## src/rtl/cipher_pkg.sv

```systemverilog
// ---------------------------------------------------------------------------
// cipher_pkg
//
// Shared definitions for the cipher configuration path: the loader state
// enum and the helpers that derive the configuration word width and the
// number of bytes needed to stage it from the cipher LFSR width M.
//
// Contents:
//   state_e   - loader sequencing states (idle / shifting / done)
//   cfgBits   - configuration word width in bits for LFSR width m
//   cfgBytes  - number of whole bytes needed to hold cfgBits(m)
// ---------------------------------------------------------------------------
package cipher_pkg;

    typedef enum logic [1:0] {
        ST_IDLE  = 2'd0,
        ST_SHIFT = 2'd1,
        ST_DONE  = 2'd2
    } state_e;

    // Four LFSR-wide fields plus three control bits make up one config word.
    function automatic int cfgBits(input int m);
        return 4 * m + 3;
    endfunction

    // Bytes are written whole, so round the config width up to a byte.
    function automatic int cfgBytes(input int m);
        return (cfgBits(m) + 7) / 8;
    endfunction

endpackage

```

## src/rtl/cipher_cfg_loader.sv

```systemverilog
// ---------------------------------------------------------------------------
// cipher_cfg_loader
//
// Collects a cipher configuration word one byte at a time (LSB-first) into
// a staging register, then on request shifts it serially into the cipher's
// configuration chain, bit 0 first, with cfg_en held high for exactly one
// cycle per configuration bit.
//
// Optional feature (compile-time macro CFG_READBACK_EN):
//   When defined, the cipher's serial readback cfg_o is sampled on every
//   shift cycle k into rd_data[k], capturing the configuration the cipher
//   held before this load. When undefined, cfg_o is ignored and rd_data
//   is tied to zero.
//
// Parameters:
//   M         - LFSR width of the downstream cipher (default 32)
//   CFG_BITS  - derived configuration width, 4*M+3
//
// Ports:
//   clk       in   single clock, all logic on the rising edge
//   rst       in   synchronous, active-high reset
//   wr_valid  in   byte write request
//   wr_data   in   configuration byte, byte n fills staging bits [8n+7:8n]
//   wr_ready  out  a byte is accepted this cycle when wr_valid is also high
//   start     in   single-cycle request to shift the staged word out
//   busy      out  high while shifting (identical to cfg_en)
//   done      out  one-cycle pulse after the last bit has been shifted
//   err       out  one-cycle pulse the cycle after a rejected start
//   cfg_en    out  cipher configuration shift enable
//   cfg_i     out  cipher serial configuration data
//   cfg_o     in   cipher serial configuration readback
//   rd_data   out  previous cipher configuration captured during the shift
// ---------------------------------------------------------------------------
module cipher_cfg_loader
    import cipher_pkg::*;
#(
    parameter  int M        = 32,
    localparam int CFG_BITS = cfgBits(M)
) (
    input  logic                clk,
    input  logic                rst,
    input  logic                wr_valid,
    input  logic [7:0]          wr_data,
    output logic                wr_ready,
    input  logic                start,
    output logic                busy,
    output logic                done,
    output logic                err,
    output logic                cfg_en,
    output logic                cfg_i,
    input  logic                cfg_o,
    output logic [CFG_BITS-1:0] rd_data
);

    localparam int NBYTES = cfgBytes(M);
    localparam int BYTE_W = $clog2(NBYTES + 1);
    localparam int BIT_W  = $clog2(CFG_BITS);

    state_e              state_q;
    logic [BYTE_W-1:0]   byteCnt_q;
    logic [BIT_W-1:0]    bitCnt_q;
    logic [BIT_W-1:0]    bitCnt_d;
    logic [CFG_BITS-1:0] staging_q;
    logic [CFG_BITS-1:0] staging_d;
    logic                cfgEn_q;
    logic                cfgBit_q;
    logic                done_q;
    logic                err_q;

    logic                handshake;
    logic                startOk;
    logic                lastBit;

    // Bytes are only taken while idle and before the staging word is full.
    assign wr_ready  = (state_q == ST_IDLE) && (byteCnt_q < BYTE_W'(NBYTES));
    assign handshake = wr_valid && wr_ready;

    // A start is honoured only from idle with every byte staged; everything
    // else is rejected and reported through err.
    assign startOk   = start && (state_q == ST_IDLE) && (byteCnt_q == BYTE_W'(NBYTES));

    assign lastBit   = (bitCnt_q == BIT_W'(CFG_BITS - 1));
    assign bitCnt_d  = bitCnt_q + 1'b1;

    // Staging next value: the byte selected by the byte counter is replaced
    // by wr_data. Bits of the last byte beyond CFG_BITS-1 have no storage,
    // so they simply fall away.
    for (genvar b = 0; b < CFG_BITS; b++) begin : g_stage
        assign staging_d[b] = (byteCnt_q == BYTE_W'(b / 8)) ? wr_data[b % 8]
                                                            : staging_q[b];
    end

    // Loader sequencing. cfg_en and cfg_i are registered so the cipher sees
    // clean, glitch-free signals; cfg_i is preloaded one cycle ahead from the
    // next staging bit so that during shift cycle k it carries staging bit k.
    always_ff @(posedge clk) begin
        if (rst) begin
            state_q   <= ST_IDLE;
            byteCnt_q <= '0;
            bitCnt_q  <= '0;
            staging_q <= '0;
            cfgEn_q   <= 1'b0;
            cfgBit_q  <= 1'b0;
            done_q    <= 1'b0;
            err_q     <= 1'b0;
        end else begin
            err_q  <= start && !startOk;
            done_q <= 1'b0;

            if (handshake) begin
                staging_q <= staging_d;
                byteCnt_q <= byteCnt_q + 1'b1;
            end

            case (state_q)
                ST_IDLE: begin
                    if (startOk) begin
                        state_q  <= ST_SHIFT;
                        cfgEn_q  <= 1'b1;
                        cfgBit_q <= staging_q[0];
                        bitCnt_q <= '0;
                    end
                end

                ST_SHIFT: begin
                    if (lastBit) begin
                        state_q  <= ST_DONE;
                        cfgEn_q  <= 1'b0;
                        cfgBit_q <= 1'b0;
                        done_q   <= 1'b1;
                    end else begin
                        bitCnt_q <= bitCnt_d;
                        cfgBit_q <= staging_q[bitCnt_d];
                    end
                end

                ST_DONE: begin
                    // Next load starts again from byte 0.
                    state_q   <= ST_IDLE;
                    byteCnt_q <= '0;
                end

                default: begin
                    state_q  <= ST_IDLE;
                    cfgEn_q  <= 1'b0;
                    cfgBit_q <= 1'b0;
                end
            endcase
        end
    end

    assign cfg_en = cfgEn_q;
    assign busy   = cfgEn_q;
    assign cfg_i  = cfgBit_q;
    assign done   = done_q;
    assign err    = err_q;

`ifdef CFG_READBACK_EN
    logic [CFG_BITS-1:0] rdData_q;

    // While the new word shifts in, the cipher shifts its old word out on
    // cfg_o; bit k of the old word appears during shift cycle k. rd_data
    // is only touched while shifting, so it holds steady from done onward.
    always_ff @(posedge clk) begin
        if (rst) begin
            rdData_q <= '0;
        end else if (state_q == ST_SHIFT) begin
            rdData_q[bitCnt_q] <= cfg_o;
        end
    end

    assign rd_data = rdData_q;
`else
    logic unusedCfgO;

    assign unusedCfgO = cfg_o;
    assign rd_data    = '0;
`endif

endmodule
```

## config.mk

```make
export PLATFORM = sky130hd
export DESIGN_NAME = cipher_cfg_loader
export DESIGN_NICKNAME = d
export VERILOG_FILES = /design/src/rtl/cipher_pkg.sv /design/src/rtl/cipher_cfg_loader.sv
export SDC_FILE = /design/constraint.sdc
export NUM_CORES = 1
export LEC_CHECK = 0
export BUFFER_PORTS_ARGS = -buffer_cell sky130_fd_sc_hd__clkbuf_2
export CAP_MARGIN = 20
export CORE_MARGIN = 2
export CORE_UTILIZATION = 40
export DETAILED_ROUTE_END_ITERATION = 10
export GPL_TIMING_DRIVEN = 0
export PLACE_DENSITY_LB_ADDON = 0.3
export SETUP_SLACK_MARGIN = 0.02
export SYNTH_ARGS = -nofsm -noshare
export SYNTH_HDL_FRONTEND = slang
export SYNTH_SLANG_ARGS = --single-unit
export TNS_END_PERCENT = 20
```

## constraint.sdc

```tcl
create_clock -name clk -period 3.5 [get_ports clk]
set_clock_uncertainty 0.15 [all_clocks]
set_input_delay 0.175 -clock clk [delete_from_list [all_inputs] [get_ports clk]]
set_output_delay 0.175 -clock clk [all_outputs]
set_load 0.01 [all_outputs]
```

Yosys cells after proc, flatten, opt, wreduce, memory -nomap -nowiden

Index checks and enable logic that the tools add are counted.

Output and inout bits: 137
Input port bits: 13
Memories kept: 0
Bits in read-only memories: 0
Register bits after elaboration: 150
Logic and storage cells: 100
Latch bits: 0
Bits in writable memories: 0

Equality and inequality tests: 23
Reduce and logical (&&, ||, !) cells: 32
Shift-type cells: 0
Order comparisons: 2
Div/mod/pow operators: 0
Add/subtract/negate cells: 2
Mux-type cells: 15
Bitwise operators: 2
Multipliers: 0

Operators by type and width:

| cell                  | count |
|---|---|
| $eq A5 B4 Y1 const B  | 8 |
| $reduce_and A2 Y1     | 19 |
| $eq A5 B3 Y1 const B  | 4 |
| $mux W8               | 2 |
| $pmux W8 S2           | 1 |
| $eq A5 B2 Y1 const B  | 2 |
| $eq A5 B5 Y1 const B  | 2 |
| $lt A8 B9 Y1 const B  | 1 |
| $add A8 B1 Y8 const B | 1 |
| $bmux W1 S8           | 1 |
| $eq A8 B8 Y1 const B  | 1 |
| $mux W1               | 6 |
| $ne A2 B2 Y1 const B  | 3 |
| $pmux W1 S3           | 2 |
| $reduce_and A3 Y1     | 2 |
| $add A5 B1 Y5 const B | 1 |
| $eq A5 B1 Y1 const B  | 1 |
| $logic_and A1 B1 Y1   | 5 |
| $logic_not A5 Y1      | 1 |
| $lt A5 B5 Y1 const B  | 1 |
| $mux W2               | 2 |
| $pmux W2 S2           | 1 |
| $reduce_or A2 Y1      | 2 |
| $eq A2 B1 Y1 const B  | 1 |
| 5 further kinds       | 6 |

Longest topological paths before layout

Depth in word-level cells: 5
Gate-level depth with buffers: 14
Mapped depth without buffers: 9

Worst setup path after synthesis

OpenSTA, ideal clock, no wires.

Path type: flip-flop to flip-flop
Start: register bitCnt_q[0]
End: register cfgBit_q (netlist: cfg_i)
Period minus slack after synthesis: 3.406 ns
Buffers on the path: 6
Stages on the path, launching flop included: 14
Setup time: 0.129 ns
Path slack: 0.094 ns
Required time: 3.221 ns
Data arrival time: 3.128 ns
Cell sequence: dfxtp_1 > buf_2 > buf_2 > inv_1 > clkbuf_1 > ha_1 > buf_2 > buf_2 > buf_1 > mux4_2 > a22oi_1 > nand4_1 > a41oi_1 > o32ai_1

Longest elaborated chain between the ends: 5
Elaborated cells between the ends (all ways): 6
Those cells by class: 1 x add/sub; 1 x eq/ne; 4 x mux

Ends and longest elaborated chain:

| what                          | RTL line                 | RTL |
|---|---|---|
| start: declaration            | cipher_cfg_loader.sv:61  | `logic [BIT_W-1:0] bitCnt_q;` |
| start signal: assignment      | cipher_cfg_loader.sv:132 | `bitCnt_q <= bitCnt_d;` |
| $add A8 B1 Y8                 | cipher_cfg_loader.sv:83  | `assign bitCnt_d = bitCnt_q + 1'b1;` |
| $bmux W1 S8                   | cipher_cfg_loader.sv:133 | `cfgBit_q <= staging_q[bitCnt_d];` |
| $mux W1 (implied by the code) | cipher_cfg_loader.sv:133 |  |
| $mux W1 *                     | cipher_cfg_loader.sv:126 | `if (lastBit) begin` |
| $pmux W1 S3 *                 | cipher_cfg_loader.sv:115 | `case (state_q)` |
| end signal: assignment        | cipher_cfg_loader.sv:120 | `cfgBit_q <= staging_q[0];` |
| end signal: assignment        | cipher_cfg_loader.sv:133 |  |
| end: declaration              | cipher_cfg_loader.sv:66  | `logic cfgBit_q;` |

Every way passes the cells marked *; elsewhere a longest branch is shown, timed or not. The select of a mux whose other input is x is not followed.
A chain may end at the register's enable or synchronous reset.

Final worst setup path

Ends and elaborated chain as after synthesis.

==> summary.txt <==
Synth
  • Post-synthesis sequential area ratio: a little under two fifths
  • Syn. warnings: 0
  • Synth Register Bits: 150
  • Syn Inst Count: around 830
  • Synth Flop Type: dfxtp_1
  • Syn Area/Cell: around 9.4 um2
  • Cell variety after synth: 44
  • Number of flops mapped to enable cells by yosys: 0
  • Post-synth ARST share: 0%
  • Mapped Area: 0.007829 mm2

Timing
  • Final hold vios: 0
  • Slew margin rel.: approximately two fifths
  • Worst Tran Pin Value: 0.9261 ns
  • Final setup violation count: 0
  • FMAX: between 0.2 and 0.3 GHz
  • Setup tns final: 0 ns
  • Final period util: about 98%
  • Max Slew Vio Count: 0
  • Worst hold slack: around 0.015 ns
  • RSZ-0062 raised after global routing: no
  • Min Tclk post-route: approximately 3.4 ns
  • Setup ws final: 0.08319 ns

Worst setup path
  • CP Capture Type: flip-flop
  • Arr. time, crit path: approximately 3.6 ns
  • Crit start category: flip-flop
  • Crit-path max FO: 10
  • CP required: ~3.7 ns
  • CP Class: flip-flop to flip-flop

Global routing
  • Vias in the first global route: around 5,200
  • Global Route Usage Sum: between 10% and 20%
  • Initial antenna violation count: 0
  • GRT overflow: 0
  • First-pass GRT wire length: 29.17 mm
  • Largest net degree at the start of global routing: 17

Final layout
  • Finished Cell Area: around 0.0095 mm2
  • Diode count: 0
  • P&R area growth vs syn: 20.95%
  • Filler cell count: about 1,900
  • Net count reported at finish: 1,023
  • Final cell utilization of the core: 48.97%
  • Layout Cells excl Fill: about 1,300
  • Share of cells above drive strength 1: 21.85%

Clocking
  • Htree depth: 4
  • CTS Buf Count: 17
  • Clock slew at reported path FFs: 0.06 ns
  • Root Driver: clkbuf_16
  • Worst-Skew Late Latency: roughly 0.43 ns
  • Clock Sinks: 150
  • CTS tree: done
  • Maximum buffer depth of the clock tree: 2

Floorplanning
  • Die Height: between 100 and 150 um
  • FP Rows: 51
  • CORE AREA: a little under 0.02 mm2
  • Die Width: ~140 um
  • Top-Level Pins: 150
  • DIE AREA: about 0.021 mm2
  • Starting density of the core: around 40%

Run
  • Max cap viols: 0

Worst hold path
  • Worst min-delay path category: input port to flip-flop

Status
  • Outcome: finished clean

Power and ir drop
  • Total power: just over 4 mW
  • Lkg Pwr: 4.720 nW
  • Pwr dens: roughly 430 mW/mm2
  • Max VDD drop: 332.0 uV

Route
  • Post-DRT Antenna Nets: 0
  • Starting DRT DRC Count: about 520
  • DRC viols: 0
  • First-pass detailed-route iteration total: 5
  • Routed WL per cell: ~15 um
  • Vias per cell: approximately 4.7
  • Routed WL: ~19 mm
  • DR vias: roughly 6,000

Placed design
  • Pre-CTS setup slack: -1.202 ns
  • I/O Buffers: 14
  • RePlAce Congestion: ~0.9
  • Post-Place Cell Area: ~0.0087 mm2
  • DP HPWL: ~13 mm
  • Placed Cells: roughly 1,200
[routing by layer]
layer,GRT usage (%),part of all wire [%]
met2,29.55,44
met1,24.73,45
met4,9.236,3.6
met3,3.432,7.0
met5,0,0
[cells by family after synthesis]
kind of cell / count (synthesis) / synth area share (%)
compound gates: 66 / 5.130
other cells: 1 / 0.04790
simple gates: 259 / 14.27
buf+inv: 195 / 16.03
flops: 150 / 38.36
fa+ha+maj: 7 / 1.119
mux: 145 / 23.83
xor+xnor: 10 / 1.215
[path summary, 6_finish.rpt]
| kind | start | end | slack (ns) | depth (start not counted) |
|---|---|---|---|---|
| max | bitCnt_q[0]$_SDFFE_PP0P_ | cfg_i$_SDFFE_PP0P_ | 0.08 | 13 |
| min | wr_data[7] | staging_q[127]$_SDFFE_PP0P_ | 0.02 | 3 |
| max reg2reg | bitCnt_q[0]$_SDFFE_PP0P_ | cfg_i$_SDFFE_PP0P_ | 0.08 | 13 |
| min reg2reg | staging_q[23]$_SDFFE_PP0P_ | staging_q[23]$_SDFFE_PP0P_ | 0.30 | 2 |
[synthesized netlist by cell type (3+ instances only)]
cell        n  area [um2]
clkbuf_1   42       157.7
and2_1      4       25.02
xor2_1      5       43.79
buf_4     133       998.5
nor3_1      4       20.02
nand3_1    47       235.2
mux2_2      3       33.78
nand2b_1    4       25.02
buf_1       4       15.01
inv_1       7       26.28
nand2_1    59       221.5
ha_1        7       87.58
xnor2_1     4       35.03
and2_0      4       25.02
mux2i_1   111        1111
nor2_1    122       457.9
mux4_2     25       563.0
a31oi_1     7       43.79
a21oi_1    37       185.2
dfxtp_1   150        3003
nand4_1     4       25.02
a211oi_1    7       52.55
buf_2       7       35.03
mux4_1      6       157.7
[final cells by class]
| type | count | area (um2) | share of cell area (%) |
|---|---|---|---|
| tap | 265 | 331.6 | 3.502 |
| timing repair buffer | 21 | 137.6 | 1.453 |
| clock inverter | 11 | 147.6 | 1.559 |
| multi-input combinational | 618 | 4083 | 43.12 |
| clock buffer | 21 | 460.4 | 4.863 |
| sequential | 150 | 3007 | 31.75 |
| inverter | 7 | 26.28 | 0.2775 |
| buffer | 188 | 1276 | 13.48 |
[repair_timing]
| action | 4_1_cts | 5_1_grt |
|---|---|---|
| endpoints found under the hold margin | 17 | 0 |
| cloned | 0 | 0 |
| setup buffers | 0 | 1 |
| gates resized for setup | 19 | 2 |
| hold buffers | 6 | 0 |
| endpoints found under the setup margin | 9 | 1 |
[cells in the final DEF, fill, tap and decap left out, drive strengths merged, types with 8 or more instances in the layout]
master  instances
dfxtp         150
nor2          122
mux4           31
nand2          59
conb          131
and2            8
inv             9
nand3          47
buf           147
clkbuf         77
mux2i         111
a21oi          37
[sequential cells by signal (all words and copies together) (netlist names)]
name,cells
staging_q,131
byteCnt_q,5
err,1
state_q,2
done,1
cfg_i,1
bitCnt_q,8
busy,1
[critical path: stages, from the launching register on]
cell	delay, ns
dfxtp_4	0.38
buf_12	0.16
buf_6	0.15
inv_1	0.08
clkbuf_4	0.21
ha_1	0.33
buf_8	0.17
mux4_2	0.50
and2_1	0.19
a211oi_2	0.27
o2111ai_1	0.13
and4_1	0.24
a41oi_2	0.20
o32ai_1	0.10
[report_power, final]
group | switching [mW] | internal [mW]
clock | 0.728 | 1.16
combinational | 0.242 | 0.169
sequential | 0.0175 | 1.73
total | 0.987 | 3.06
Note: power is estimated with default switching activity, not from simulation.
